<file path="config.mk">
export PLATFORM = sky130hd
export DESIGN_NAME = pipeline_hazard_sequencer
export DESIGN_NICKNAME = d
export VERILOG_FILES = /design/src/rtl/core_ctrl_pkg.sv /design/src/rtl/pipeline_hazard_sequencer_irq_fsm.sv /design/src/rtl/pipeline_hazard_sequencer.sv
export SDC_FILE = /design/constraint.sdc
export NUM_CORES = 1
export LEC_CHECK = 0
export BUFFER_PORTS_ARGS = -buffer_cell sky130_fd_sc_hd__clkbuf_2
export CAP_MARGIN = 15
export CORE_MARGIN = 2
export CORE_UTILIZATION = 50
export CTS_CLUSTER_DIAMETER = 60
export DETAILED_ROUTE_END_ITERATION = 12
export PLACE_DENSITY = 0.78
export SETUP_SLACK_MARGIN = 0.5
export SYNTH_ARGS = -nofsm -noshare
export SYNTH_HDL_FRONTEND = slang
export SYNTH_SLANG_ARGS = --single-unit
</file>
<file path="constraint.sdc">
create_clock -name clk -period 2.1 [get_ports clk]
set_input_delay 0 -clock clk [delete_from_list [all_inputs] [get_ports clk]]
set_output_delay 0 -clock clk [all_outputs]
set_load 0.05 [all_outputs]
</file>
<file path="src/rtl/core_ctrl_pkg.sv">
// core_ctrl_pkg: shared types and constants
// for the core pipeline controllers.
package core_ctrl_pkg;

  typedef enum logic [1:0] {
    IRQ_IDLE,
    IRQ_DRAIN,
    IRQ_FLUSH
  } irq_seq_e;

  localparam int MAX_BUBBLES = 7;

  localparam int IF_ID   = 0;
  localparam int ID_EXE  = 1;
  localparam int EXE_MEM = 2;
  localparam int MEM_WB  = 3;

endpackage

</file>
<file path="src/rtl/pipeline_hazard_sequencer_irq_fsm.sv">
// irq_flush_fsm: waits for the pipeline to drain,
// then issues a single-cycle interrupt flush.
module irq_flush_fsm
  import core_ctrl_pkg::*;
(
  input  logic     clk,
  input  logic     reset,
  input  logic     irq_req,
  input  logic     stall_pipl,
  input  logic     bubble_active,
  input  logic     pipe_flush,
  output irq_seq_e state,
  output logic     irq_ack
);

  irq_seq_e state_q, state_d;

  always_ff @(posedge clk) begin
    if (reset) begin
      state_q <= IRQ_IDLE;
    end else begin
      state_q <= state_d;
    end
  end

  always_comb begin
    state_d = state_q;
    unique case (state_q)
      IRQ_IDLE: begin
        if (irq_req) state_d = IRQ_DRAIN;
      end
      IRQ_DRAIN: begin
        // a branch/mret in flight is serviced first
        if (!irq_req) begin
          state_d = IRQ_IDLE;
        end else if (!stall_pipl && !bubble_active
                     && !pipe_flush) begin
          state_d = IRQ_FLUSH;
        end
      end
      IRQ_FLUSH: state_d = IRQ_IDLE;
      default:   state_d = IRQ_IDLE;
    endcase
  end

  assign state   = state_q;
  assign irq_ack = (state_q == IRQ_FLUSH);

endmodule

</file>
<file path="src/rtl/pipeline_hazard_sequencer.sv">
// pipeline_hazard_sequencer: per-register enable/clear
// control with load bubbles, irq flush and flush count.
module pipeline_hazard_sequencer
  import core_ctrl_pkg::*;
#(
  parameter int NUM_STAGES   = 5,
  parameter int HAZ_REG      = ID_EXE,
  parameter int LOAD_BUBBLES = 1,
  parameter int FLUSH_DEPTH  = 3,
  parameter int CNT_W        = 16,
  localparam int NUM_REGS    = NUM_STAGES - 1
) (
  input  logic                clk,
  input  logic                reset,
  input  logic                stall_pipl,
  input  logic                load_hazard,
  input  logic                branch_hazard,
  input  logic                mret_type,
  input  logic                irq_req,
  input  logic                hw_jump_clr,
  input  logic                stall_compressed,
  output logic [NUM_REGS-1:0] reg_en,
  output logic [NUM_REGS-1:0] reg_clr,
  output logic                pc_reg_en,
  output logic                irq_ack,
  output logic [CNT_W-1:0]    flush_count
);

  localparam int BUB_N =
    (LOAD_BUBBLES > MAX_BUBBLES) ? MAX_BUBBLES :
    (LOAD_BUBBLES < 1) ? 1 : LOAD_BUBBLES;
  localparam logic [2:0] BUB_LOAD = 3'(BUB_N - 1);

  localparam logic [NUM_REGS-1:0] ALL_M = '1;
  localparam logic [NUM_REGS-1:0] HAZ_M =
    {{(NUM_REGS-1){1'b0}}, 1'b1} << HAZ_REG;
  localparam logic [NUM_REGS-1:0] BUB_EN_M =
    ALL_M << HAZ_REG;
  localparam logic [NUM_REGS-1:0] FLUSH_M =
    ALL_M >> (NUM_REGS - FLUSH_DEPTH);

  logic [2:0]       bub_cnt_q, bub_cnt_d;
  logic [CNT_W-1:0] cnt_q, cnt_d;
  logic             bubble_active;
  logic             br_flush;
  logic             irq_flush;
  logic             any_flush;
  logic             fsm_ack;
  irq_seq_e         irq_state;

  assign br_flush      = branch_hazard | mret_type;
  assign irq_flush     = (irq_state == IRQ_FLUSH);
  assign any_flush     = br_flush | irq_flush;
  assign bubble_active = load_hazard | (bub_cnt_q != 3'd0);

  irq_flush_fsm u_irq_fsm (
    .clk           (clk),
    .reset         (reset),
    .irq_req       (irq_req),
    .stall_pipl    (stall_pipl),
    .bubble_active (bubble_active),
    .pipe_flush    (br_flush),
    .state         (irq_state),
    .irq_ack       (fsm_ack)
  );

  always_comb begin
    bub_cnt_d = bub_cnt_q;
    if (any_flush) begin
      bub_cnt_d = 3'd0;
    end else if (!stall_pipl) begin
      if (bub_cnt_q != 3'd0) begin
        bub_cnt_d = bub_cnt_q - 3'd1;
      end else if (load_hazard) begin
        bub_cnt_d = BUB_LOAD;
      end
    end
  end

  always_comb begin
    cnt_d = cnt_q;
    if (any_flush && (cnt_q != '1)) begin
      cnt_d = cnt_q + 1'b1;
    end
  end

  always_ff @(posedge clk) begin
    if (reset) begin
      bub_cnt_q <= 3'd0;
      cnt_q     <= '0;
    end else begin
      bub_cnt_q <= bub_cnt_d;
      cnt_q     <= cnt_d;
    end
  end

  always_comb begin
    reg_en    = ALL_M;
    reg_clr   = '0;
    pc_reg_en = 1'b1;
    irq_ack   = 1'b0;
    if (reset) begin
      reg_en    = '0;
      reg_clr   = ALL_M;
      pc_reg_en = 1'b0;
    end else if (irq_flush) begin
      reg_clr = ALL_M;
      irq_ack = fsm_ack;
    end else begin
      if (br_flush) begin
        reg_clr = FLUSH_M;
        reg_en  = stall_pipl ? '0 : ALL_M;
      end else if (stall_pipl) begin
        reg_en    = '0;
        pc_reg_en = 1'b0;
      end else if (bubble_active) begin
        reg_en    = BUB_EN_M;
        reg_clr   = HAZ_M;
        pc_reg_en = 1'b0;
      end else begin
        pc_reg_en = ~stall_compressed;
      end
      if (hw_jump_clr) reg_clr = reg_clr | HAZ_M;
    end
  end

  assign flush_count = cnt_q;

endmodule

</file>
==> metrics.cfg <==
[layout]
fin_util_pct=83.4
nNetsFinal=211
design_area_um2=1860
layout-drive-gt1-share_pct=59.1
diodes=0
layout-area-overhead-vs-synth_pct=57.2

[clocking]
cts_root_buffer=clkbuf_4
cts_tree=yes
max-clock-path-buffers=2
clock_sinks=21
htree_levels=1
clk_pin_slew_ps=120
cts_inserted_buffers=3
clk_latency_ps=310

[sta]
worst_pin_slew_ps=496
tns_ps=0
slew_viol_final=0
setup_viol=0
finalHoldViolations=0
rsz0062_at_grt=true
whs_ps=22.8
fin_skew_ps=5.45
slew_headroom_pct=66.5
worst_slack_ps=367
fin_crit_ps=1730
finalCritPeriodShare_pct=82.5
max_freq_mhz=577

[floorplan]
die_y_um=52.7
initial_core_util_pct=53.1
die_x_um=52.7
core-area_um2=2230
io-pin-count=35
die-area_um2=2780
rows=17

[logic_synthesis]
netlist_top_cells_area=dfxtp_1, a21oi_1, nor2_1
ys_warn_count=0
ys_seq_area_share_pct=35.5
synth_enable_flop_cells=0
synth_top_area_cell=dfxtp_1
synthDistinctLibCells=37
syn_area_per_cell_um2=8.29
async_flop_share_pct=0
syn_area_um2=1180
synth_top_area_share_pct=35.5
ys_ff_latch=21
synth_nets=155
ys.flop_type=dfxtp_1
netlist_instances=143

[place]
gp_congestion=0.823
port_buffers=34
dp_hpwl_um=2030
place_area_um2=1470
place_ws_ps=363

[global_route]
grt_first_pass_wirelength_um=5170
grt_pass1_vias=1187
antenna_found_initial=0
overflow=0
grt_max_degree=25
track_usage_pct=24.5

[hold_path]
hp-class=in2reg
min-delay-start=mret_type

[detailed_routing]
drt-wirelength-per-cell_um=18.6
ant_nets=0
first_iter_violations=62
wirelength_um=4200
post-route-drc-count=0
viasPerCell=6.22
firstDrtPassIters=4
vias=1405

[critical_path]
worstSetupPathType=reg2out
cp.arrival_ps=1730
crit_chain=nor2_4, ha_4, nand2b_4, or3_1, a21oi_2, buf_8
critPathLaunchType=flop
cp_slowest_cell=dfxtp_4
end_kind=output pin
crit_fanout=4
cpLargestDelayFamily=simple AND/OR/NAND/NOR gates
cp_num_buf_inv=1
max_stage_delay_ps=390
crit_start=bub_cnt_q[0]
r2r_start=flush_count[0]
worstPathRequired_ps=2100

[power_and_ir_drop]
vdd_drop_max_v=0.000426
powerDensity_nw_per_um2=397
leakage_nw=0.783

[flow_run]
maxCapViolCount=0

[outcome]
status=finished, final reports clean

-- cell usage in the layout (no fill, tap or decap), types with 5 or more instances in the layout --
cell type	instances
nor2_1	11
nor3_1	5
or4_1	5
o31ai_1	5
dfxtp_4	19
nand3_1	5
buf_4	22
nand2_1	6
a21oi_1	10
clkbuf_2	31
-- state kept, by name, indices dropped and copies added, names as in the netlist --
| name | flops |
|---|---|
| flush_count | 16 |
| bub_cnt_q | 3 |
| u_irq_fsm.state | 2 |
-- cells in the mapped netlist (2+ instances only) --
library cell,n
nand2_1,6
o31ai_1,5
nand3_1,5
o211ai_1,2
o21ai_0,6
ha_1,3
a21oi_1,14
nand4_2,3
nor2_1,15
nor3b_1,2
buf_4,4
mux2_2,3
o41ai_1,2
clkbuf_1,4
or4_1,7
dfxtp_1,21
or3_1,6
nor2b_1,5
nor3_1,6
nand2b_1,3
and4_1,2
inv_1,4
-- worst reg2reg max path, stage by stage, from the launching register on --
cell     delay, ps
dfxtp_4        380
ha_4           160
and3_4         150
nor4b_4        140
buf_4          150
or4_1          510
a21oi_1        120
-- through the flow --
stage / power [W] / cells
3_5_place_dp: 0.000517 / 197
3_3_place_gp: 0.000513 / 197
6_report: 0.000741 / 226
4_1_cts: 0.000732 / 213
5_1_grt: 0.000761 / 226
2_1_floorplan: 0.000489 / 143
-- layout make-up --
type,count,area (um^2)
multi-input cells,110,895
inverters,4,15.0
flip-flops and latches,21,493
repair buffers,59,399
clock buffers,4,26.3
fillers,126,370
well taps,28,35.0
-- logic make-up after synthesis --
family	after synthesis	share of synthesized area (%)
AND/OR/NAND/NOR	67	34.0
buffers and inverters	13	5.49
adder cells (fa/ha/maj)	3	3.17
AO/OA/AOI/OAI	35	18.2
multiplexers	4	3.70
flip-flops	21	35.5
-- power by group --
group          switching [W]  internal, W  leakage (nW)  total (W)
clock network       0.000129    0.0000741        0.0150   0.000203
registers         0.00000747     0.000383         0.185   0.000391
logic              0.0000957    0.0000513         0.582   0.000147
total               0.000232     0.000509         0.783   0.000741
-- repair_timing --
| item | CTS | global route |
|---|---|---|
| buffers inserted | 10 | 12 |
| resized for setup | 18 | 28 |
| setup endpoints to repair | 17 | 17 |
| cloned | 0 | 1 |
| endpoints found under the hold margin | 1 | 0 |
| pin swaps | 6 | 19 |
| hold buffers | 2 | 0 |
-- layer usage --
layer	share of wire [%]	vias to the layer above	track usage [%]
li1	-	648	-
met5	0	-	0
met3	5.9	16	2.57
met4	3.2	0	7.69
met2	52	76	42.9
met1	39	665	31.3
-- path summary, 6_finish.rpt --
kind / to / slack (ps) / cells past startpoint
max: pc_reg_en / 370 / 6
min: u_irq_fsm.state[0] / 20 / 3
max reg2reg: flush_count[7] / 430 / 6
min reg2reg: u_irq_fsm.state[0] / 490 / 1
No activity file was read; power rests on OpenSTA's default activity.
